File: src/rtl/timer_bus_master.sv
// Programs a timer over a simple register bus and services its expirations until periods or stop.
// All bus outputs are registered; each strobe is a single cycle; no backpressure on the bus side.
module timer_bus_master #(
    parameter logic [3:0]  ADDR_CTRL   = 4'h0,
    parameter logic [3:0]  ADDR_LOAD   = 4'h4,
    parameter logic [3:0]  ADDR_STATUS = 4'hC,
    parameter logic [31:0] TIMEOUT     = 32'd1000000
) (
    input  logic        clk,
    input  logic        rst,
    input  logic        start,
    input  logic        stop,
    input  logic [31:0] cfg_load,
    input  logic [15:0] cfg_periods,
    output logic [3:0]  addr,
    output logic        wr_en,
    output logic        rd_en,
    output logic [31:0] wdata,
    input  logic [31:0] rdata,
    input  logic        irq,
    output logic        busy,
    output logic        done,
    output logic [15:0] event_count,
    output logic [31:0] last_status,
    output logic        err
);

    typedef enum logic [3:0] {
        IDLE, WR_LOAD, WR_CTRL, WAIT_IRQ, RD_STAT,
        RD_CAP, WR_CLR, SETTLE, WR_DIS, DONE
    } state_t;

    state_t      state;
    logic [31:0] load_q;
    logic [15:0] periods_q;
    logic [31:0] tcnt;
    logic        stop_pend;

    // Strobes are loaded on the edge entering a state so they line up with that state.
    always_ff @(posedge clk or posedge rst) begin
        if (rst) begin
            state       <= IDLE;
            addr        <= 4'h0;
            wr_en       <= 1'b0;
            rd_en       <= 1'b0;
            wdata       <= 32'h0;
            busy        <= 1'b0;
            done        <= 1'b0;
            event_count <= 16'h0;
            last_status <= 32'h0;
            err         <= 1'b0;
            load_q      <= 32'h0;
            periods_q   <= 16'h0;
            tcnt        <= 32'h0;
            stop_pend   <= 1'b0;
        end else begin
            wr_en <= 1'b0;
            rd_en <= 1'b0;
            addr  <= 4'h0;
            wdata <= 32'h0;
            done  <= 1'b0;
            if (state != IDLE && stop)
                stop_pend <= 1'b1;

            case (state)
                IDLE: begin
                    if (start) begin
                        load_q      <= cfg_load;
                        periods_q   <= cfg_periods;
                        event_count <= 16'h0;
                        err         <= 1'b0;
                        stop_pend   <= 1'b0;
                        busy        <= 1'b1;
                        state       <= WR_LOAD;
                        wr_en       <= 1'b1;
                        addr        <= ADDR_LOAD;
                        wdata       <= cfg_load;
                    end
                end
                WR_LOAD: begin
                    state <= WR_CTRL;
                    wr_en <= 1'b1;
                    addr  <= ADDR_CTRL;
                    wdata <= 32'h3;
                end
                WR_CTRL: begin
                    state <= WAIT_IRQ;
                    tcnt  <= 32'h0;
                end
                WAIT_IRQ: begin
                    if (irq) begin
                        state <= RD_STAT;
                        rd_en <= 1'b1;
                        addr  <= ADDR_STATUS;
                    end else if (stop_pend || stop) begin
                        state <= WR_DIS;
                        wr_en <= 1'b1;
                        addr  <= ADDR_CTRL;
                    end else if (TIMEOUT != 32'd0 && tcnt == TIMEOUT - 32'd1) begin
                        err   <= 1'b1;
                        state <= WR_DIS;
                        wr_en <= 1'b1;
                        addr  <= ADDR_CTRL;
                    end else begin
                        tcnt <= tcnt + 32'd1;
                    end
                end
                RD_STAT: state <= RD_CAP;
                RD_CAP: begin
                    last_status <= rdata;
                    if (rdata[0]) begin
                        state <= WR_CLR;
                        wr_en <= 1'b1;
                        addr  <= ADDR_STATUS;
                        wdata <= 32'h1;
                    end else begin
                        // Interrupt without a pending flag: flag it, leave STATUS alone.
                        err   <= 1'b1;
                        state <= SETTLE;
                    end
                end
                WR_CLR: begin
                    if (event_count != 16'hFFFF)
                        event_count <= event_count + 16'd1;
                    state <= SETTLE;
                end
                SETTLE: begin
                    if (stop_pend || (periods_q != 16'h0 && event_count == periods_q)) begin
                        state <= WR_DIS;
                        wr_en <= 1'b1;
                        addr  <= ADDR_CTRL;
                    end else begin
                        state <= WAIT_IRQ;
                        tcnt  <= 32'h0;
                    end
                end
                WR_DIS: begin
                    state <= DONE;
                    done  <= 1'b1;
                end
                DONE: begin
                    state     <= IDLE;
                    busy      <= 1'b0;
                    stop_pend <= 1'b0;
                end
                default: begin
                    state <= IDLE;
                    busy  <= 1'b0;
                end
            endcase
        end
    end

endmodule

File: config.mk
export PLATFORM = sky130hd
export DESIGN_NAME = timer_bus_master
export DESIGN_NICKNAME = d
export VERILOG_FILES = /design/src/rtl/timer_bus_master.sv
export SDC_FILE = /design/constraint.sdc
export NUM_CORES = 1
export LEC_CHECK = 0
export BUFFER_PORTS_ARGS = -buffer_cell sky130_fd_sc_hd__buf_2
export CORE_ASPECT_RATIO = 1.2
export CORE_MARGIN = 1.5
export CORE_UTILIZATION = 45
export DETAILED_ROUTE_END_ITERATION = 12
export PLACE_DENSITY = 0.7
export SYNTH_ARGS = -nofsm -noshare
export SYNTH_HDL_FRONTEND = slang
export SYNTH_SLANG_ARGS = --single-unit
File: constraint.sdc
create_clock -name clk -period 8.8 [get_ports clk]
set_input_delay 1.32 -clock clk [delete_from_list [all_inputs] [get_ports clk]]
set_output_delay 1.32 -clock clk [all_outputs]
set_load 0.005 [all_outputs]
==> results of run 1 <==
power breakdown:
part           internal [mW]  switching (mW)
clock                  0.385           0.280
sequential             0.812           0.147
combinational          0.307           0.291
total                   1.50           0.719
logic make-up (layout without fill, tap and decap cells):
logic type | Yosys count | count (layout)
simple gates | 225 | 225
flops | 140 | 140
compound gates | 108 | 108
mux | 51 | 51
buf+inv | 41 | 216
xor+xnor | 22 | 22
fa+ha+maj | 2 | 2
other cells | 1 | 2
critical path: stages (launching register included):
cell and delay, ns:
dfrtp_1 0.66, nor4bb_4 0.37, buf_4 0.37, and2b_1 0.29, nand2_1 0.13, nor2_2 0.52
a41oi_1 0.20, a31oi_1 0.17
layout by cell type, fill, tap and decap left out, types with 3 or more instances in the layout:
cell        instances
nand2b_1            6
xnor2_1            13
xor2_1              9
nor3_1             17
nor2_1             36
mux2_2             48
clkinvlp_4          7
o21ai_0            17
a41oi_1             3
and3_1             11
and2_1             34
a211o_1             8
o211a_1             4
dfrtp_1           140
buf_4               4
clkbuf_8            3
a31oi_1            26
clkbuf_16          17
inv_1               8
a21oi_1            19
or3_1               3
inv_6               3
nand4_1             9
a21o_1              4
o21ai_1             4
nand2_1            47
buf_2             171
nor2b_1             5
nor4_1             17
nand3_1            18
o31ai_1             6
layout make-up:
class	instances	area share
well taps	171	0.0267
clock buffers	21	0.0587
multi-input cells	410	0.351
clock inverters	11	0.0109
repair buffers	175	0.111
inverters	9	0.00484
flip-flops and latches	140	0.437
sequential cells by signal, summed over array words and instances (netlist names):
signal	flops
periods_q	16
err	1
busy	1
wdata	32
event_count	16
wr_en	1
done	1
addr	2
tcnt	32
state	4
stop_pend	1
last_status	32
rd_en	1
metal layers:
layer / part of all wire / vias to the layer above / GRT usage
met4: 0.018 / 0 / 0.0759
met2: 0.51 / 208 / 0.358
met1: 0.41 / 2490 / 0.254
met3: 0.061 / 27 / 0.0530
li1: - / 2449 / -
met5: 0 / - / 0
final timing paths:
path	start	end	slack, ns	cells past startpoint
hold reg to reg	tcnt[5]$_DFFE_PP0P_	tcnt[5]$_DFFE_PP0P_	0.49	1
setup reg to reg	state[0]$_DFFE_PP0P_	tcnt[5]$_DFFE_PP0P_	5.98	7
max in group asynchronous	rst	event_count[14]$_DFFE_PP0P_	6.46	3
min in group asynchronous	rst	wdata[19]$_DFF_PP0_	0.96	2
setup / recovery	state[0]$_DFFE_PP0P_	tcnt[5]$_DFFE_PP0P_	5.98	7
hold / removal	tcnt[5]$_DFFE_PP0P_	tcnt[5]$_DFFE_PP0P_	0.49	1
stage by stage:
step	hold WS (ns)	power, mW	area [µm²]	setup slack [ns]	utilization
5_1_grt	0.511	2.36	8010	5.63	0.575
3_5_place_dp	0.488	1.57	7450	5.62	0.535
4_1_cts	0.496	2.24	8010	5.98	0.575
6_report	0.493	2.22	8010	5.98	0.575
3_3_place_gp	0.471	1.55	7450	5.73	0.535
2_1_floorplan	0.453	1.33	6480	3.73	-
==> reports/qor.json, run 1 <==
{
  "flow_run": {
    "drv.max_cap_violation_count": 0
  },
  "drt": {
    "postRouteAntennaNets": 0,
    "routed_wirelength_mm": 15.2,
    "post_drt_wl_per_cell_um": 16.2,
    "drt_iter0_drc": 372,
    "via_per_inst": 5.52,
    "dr_total_vias": 5174,
    "drt_pass1_iterations": 11,
    "post-route-drc-count": 18
  },
  "synthesis": {
    "synth.yosys.warnings": 0,
    "synthArstFlopShare": 1.00,
    "synth_cells": 590,
    "main_combinational_cell_family_by_area_after_synthesis": "simple AND/OR/NAND/NOR gates",
    "synth_commonest_cells": "140 x dfrtp_1, 48 x mux2_2, 47 x nand2_1, 36 x nor2_1, 34 x and2_1",
    "synthesized_area_fraction_occupied_by_xor_and_xnor_cells": 0.0297,
    "cell_type_contributing_the_most_total_cell_area_after_synthesis": "dfrtp_1",
    "post-synth-top-count-cell": "dfrtp_1",
    "synthAdderAreaFrac": 0.00386,
    "yosysTopAreaCellShare": 0.541,
    "synth_edf_count": 0,
    "synth-seq-area-share": 0.541,
    "mappedNetlistArea_um2": 6480,
    "post_synth_num_cell_types": 64,
    "yosys.area_share.simple": 0.192,
    "post_synth_mux_area_share": 0.0882,
    "most_area_consuming_cells_after_synthesis": "dfrtp_1 54%, mux2_2 8.3%, and2_1 3.3%",
    "synth.ff_latch_count": 140,
    "syn_avg_cell_area_um2": 11.0,
    "postSynth.topFlopCell": "dfrtp_1",
    "synth-compound-area-share": 0.115
  },
  "worst_setup_path": {
    "critPathArrivalTime_ns": 3.16,
    "worst_setup_path_end_kind": "flop",
    "worst-path-max-fanout": 35,
    "critical_path_class": "reg2reg",
    "worstSetupStartpointType": "flop",
    "cp.required_ns": 9.14
  },
  "timing": {
    "finalSetupViolations": 0,
    "drv_slew": 0,
    "max-slew-margin-rel": 0.352,
    "final_hold_viol_count": 0,
    "worst_slew_pin_slew_ns": 0.972,
    "fin_tns_setup_ns": 0,
    "tmin_final_ns": 2.82,
    "min_period_over_period": 0.320,
    "max_fclk_mhz": 355,
    "worst_clock_skew_ns": 0.00449,
    "setup_repair_after_global_routing_missed_its_margin": "no"
  },
  "placed_design": {
    "last_weighted_congestion_value_of_the_routability_driven_placer": 0.833,
    "buffer_ports.inserted": 171,
    "dp_hpwl_mm": 10.7,
    "post-place-cells": 905
  },
  "final_layout": {
    "fillers": 1195,
    "antenna-diode-count": 0,
    "final-seq-area_um2": 3500,
    "nNetsFinal": 840,
    "area_growth_syn_to_layout_pct": 23.6,
    "multi_input_logic_area_um2": 2810,
    "drive_gt1_frac": 0.359,
    "final_cell_count_no_fill": 937
  },
  "floorplan": {
    "io_pins": 174,
    "floorplan.die_area_um2": 15100,
    "start_util": 0.465,
    "dieWidth_um": 113,
    "die_h_um": 134,
    "placement_rows": 47,
    "fp.coreArea_um2": 13900
  },
  "clock_network": {
    "cts-htree-levels": 4,
    "cts.hold.buffers_added": 0,
    "cts-buffers-inserted": 17,
    "clock_sink_count": 140,
    "cts.path.max_buffers": 2,
    "clock-root-buffer": "clkbuf_16",
    "clock_insertion_delay_worst_skew_ns": 0.42,
    "total_of_cells_resized_after_clock_tree_synthesis": 0,
    "clk_pin_slew_worst_paths_ns": 0.06,
    "tritoncts": "built",
    "postCtsSetupBuffers": 0
  },
  "power": {
    "power.static_leakage_nw": 3.90,
    "irDropWorstVdd_mv": 0.105,
    "powerDensity_nw_per_um2": 277
  },
  "grt": {
    "antenna_violations_before_repair": 0,
    "global_route.usage.total": 0.208,
    "grt_max_degree": 72,
    "first_global_vias": 5109,
    "grt_overflow": 0,
    "grt_pass1_wl_mm": 24.9
  },
  "min_path": {
    "worst_hold_path_type": "reg2reg"
  },
  "status": {
    "failed_checks": "DRC",
    "outcome": "finished with violations"
  }
}
No activity file was read; power rests on OpenSTA's default activity.
==> run 2: changes to the inputs <==
==> constraint.sdc (replaced) <==
create_clock -name clk -period 2.9 [get_ports clk]
set_input_delay 0.435 -clock clk [delete_from_list [all_inputs] [get_ports clk]]
set_output_delay 0.435 -clock clk [all_outputs]
set_load 0.005 [all_outputs]
==> run 2 against run 1 <==
- the flow still finishes with violations (DRC)
- critical path type unchanged
- worst hold slack got worse by 0.27 ns
- clock power grew to 3.3 times the previous value
- cell area grew 1.6%
- critical path depth is 1 lower
- first-iteration DRC count shrank 13%
- clock skew is 0.0038 ns higher
- sequential power rose to 3.0 times the previous value
- setup slack worse by 5.6 ns
- largest cell class unchanged
- register-to-register slack worse by 5.6 ns
- combinational power rose to 3.1 times the previous value
==> reports/qor.json, run 2 (synthesis results as in run 1) <==
{
  "status": {
    "outcome": "finished with violations",
    "failed_checks": "DRC"
  },
  "power": {
    "irDropWorstVdd_mv": 0.379,
    "power.static_leakage_nw": 3.99,
    "powerDensity_nw_per_um2": 855,
    "post-layout-total-power_mw": 6.95
  },
  "min_path": {
    "hold_path_end": "wdata[30]$_DFF_PP0_",
    "hold_path_startpoint": "cfg_load[30]",
    "worst_hold_path_type": "in2reg",
    "min_delay_path_depth": 2
  },
  "floorplan": {
    "die_h_um": 134,
    "io_pins": 174,
    "fp.coreArea_um2": 13900,
    "placement_rows": 47,
    "dieWidth_um": 113,
    "floorplan.die_area_um2": 15100,
    "start_util": 0.465
  },
  "timing": {
    "max-slew-margin-rel": 0.469,
    "final_hold_viol_count": 0,
    "max_fclk_mhz": 391,
    "min_period_over_period": 0.882,
    "setup_repair_after_global_routing_missed_its_margin": "no",
    "worst_clock_skew_ns": 0.00827,
    "drv_slew": 0,
    "fin_tns_setup_ns": 0,
    "worst_slew_pin_slew_ns": 0.795,
    "fin_hold_ws_ns": 0.219,
    "finalSetupViolations": 0,
    "tmin_final_ns": 2.56
  },
  "final_layout": {
    "antenna-diode-count": 0,
    "area_growth_syn_to_layout_pct": 25.6,
    "layout.cells.most_common_list": "171 x buf_2, 140 x dfrtp_1, 48 x mux2_2",
    "fillers": 1185,
    "drive_gt1_frac": 0.366,
    "layout.cells.most_common": "buf_2",
    "reg.largest.list": "last_status (32), tcnt (32), wdata (32)",
    "nNetsFinal": 847,
    "final_core_utilization": 0.584
  },
  "clock_network": {
    "cts-htree-levels": 4,
    "cts.hold.buffers_added": 0,
    "postCtsSetupBuffers": 0,
    "total_of_cells_resized_after_clock_tree_synthesis": 0,
    "clock_sink_count": 140,
    "cts.path.max_buffers": 2,
    "clk_pin_slew_worst_paths_ns": 0.06,
    "clock_insertion_delay_worst_skew_ns": 0.42,
    "clock-root-buffer": "clkbuf_16",
    "cts-buffers-inserted": 17,
    "tritoncts": "built"
  },
  "grt": {
    "grt_overflow": 0,
    "grt_pass1_wl_mm": 26.0,
    "global_route.usage.total": 0.215,
    "grt_max_degree": 141,
    "antenna_violations_before_repair": 0,
    "first_global_vias": 5363
  },
  "worst_setup_path": {
    "worst-path-max-fanout": 12,
    "critPathArrivalTime_ns": 2.85,
    "regToRegSetupSlack_ns": 0.34,
    "cp.required_ns": 3.19,
    "worstSetupStartpointType": "flop",
    "worstRegToRegCells": 6,
    "worst_setup_path_end_kind": "flop",
    "critical_path_class": "reg2reg",
    "worstReg2RegEnd": "event_count[15]$_DFFE_PP0P_",
    "critical_path.reg2reg.startpoint": "state[2]$_DFFE_PP0P_"
  },
  "placed_design": {
    "last_weighted_congestion_value_of_the_routability_driven_placer": 0.879,
    "dp_hpwl_mm": 10.8,
    "buffer_ports.inserted": 171
  },
  "drt": {
    "post_drt_wl_per_cell_um": 16.3,
    "postRouteAntennaNets": 0,
    "post-route-drc-count": 19,
    "drt_iter0_drc": 325,
    "via_per_inst": 5.56,
    "drt_pass1_iterations": 11,
    "routed_wirelength_mm": 15.4,
    "dr_total_vias": 5250
  },
  "flow_run": {
    "drv.max_cap_violation_count": 0
  }
}
-- run 2: changes by cell type in the layout (fill, tap and decap cells not counted) --
| cell | delta |
|---|---|
| inv_6 | -1 |
| clkbuf_8 | -2 |
| bufinv_16 | +3 |
| buf_12 | +2 |
| clkbuf_1 | -1 |
| clkinv_4 | +1 |
| clkinv_2 | +4 |
| clkinvlp_4 | -4 |
| buf_4 | +5 |
-- run 2: cell type report --
| type | instances | area (µm²) | share of cell area |
|---|---|---|---|
| Sequential cell | 140 | 3500 | 0.430 |
| Tap cell | 171 | 214 | 0.0263 |
| Timing Repair Buffer | 182 | 963 | 0.118 |
| Multi-Input combinational cell | 410 | 2810 | 0.346 |
| Inverter | 9 | 37.5 | 0.00461 |
| Clock inverter | 14 | 169 | 0.0208 |
| Clock buffer | 18 | 439 | 0.0540 |
-- run 2: worst max-delay path by stage --
stage | to | slack, ns | cells after the start | from
6_report | event_count[15]$_DFFE_PP0P_ | 0.34 | 6 | state[2]$_DFFE_PP0P_
5_1_grt | event_count[4]$_DFFE_PP0P_ | 0.12 | 7 | event_count[0]$_DFFE_PP0P_
4_1_cts | event_count[15]$_DFFE_PP0P_ | 0.37 | 6 | state[2]$_DFFE_PP0P_
3_5_place_dp | tcnt[1]$_DFFE_PP0P_ | 0.41 | 8 | tcnt[0]$_DFFE_PP0P_
3_3_place_gp | event_count[15]$_DFFE_PP0P_ | 0.46 | 6 | state[2]$_DFFE_PP0P_
2_1_floorplan | addr[2]$_DFF_PP0_ | 0.72 | 1 | rst
-- run 2: stage by stage --
stage	worst slack [ns]	std cells	area [µm²]
3_3_place_gp	0.461	912	7530
5_1_grt	0.124	944	8140
3_5_place_dp	0.407	912	7530
2_1_floorplan	0.716	591	6490
6_report	0.342	944	8140
4_1_cts	0.371	944	8140
-- run 2: report_power, final --
part           total, mW  switching (mW)  internal (mW)
Combinational       1.87           0.909          0.959
Sequential          2.88           0.417           2.47
Clock               2.21           0.829           1.38
Total               6.95            2.15           4.80
-- run 2: routing by layer --
layer	up-vias	part of all wire	global-route usage
met5	-	0	0
met3	32	0.062	0.0530
met2	221	0.49	0.362
met4	0	0.024	0.104
li1	2473	-	-
met1	2524	0.42	0.259
-- run 2: critical path, cell delays in order, from the launching register on --
cell,delay (ns)
dfrtp_1,0.62
nand2b_1,0.27
nor3b_1,0.67
a31o_2,0.35
nor4_1,0.10
nand3_1,0.10
mux2_1,0.32
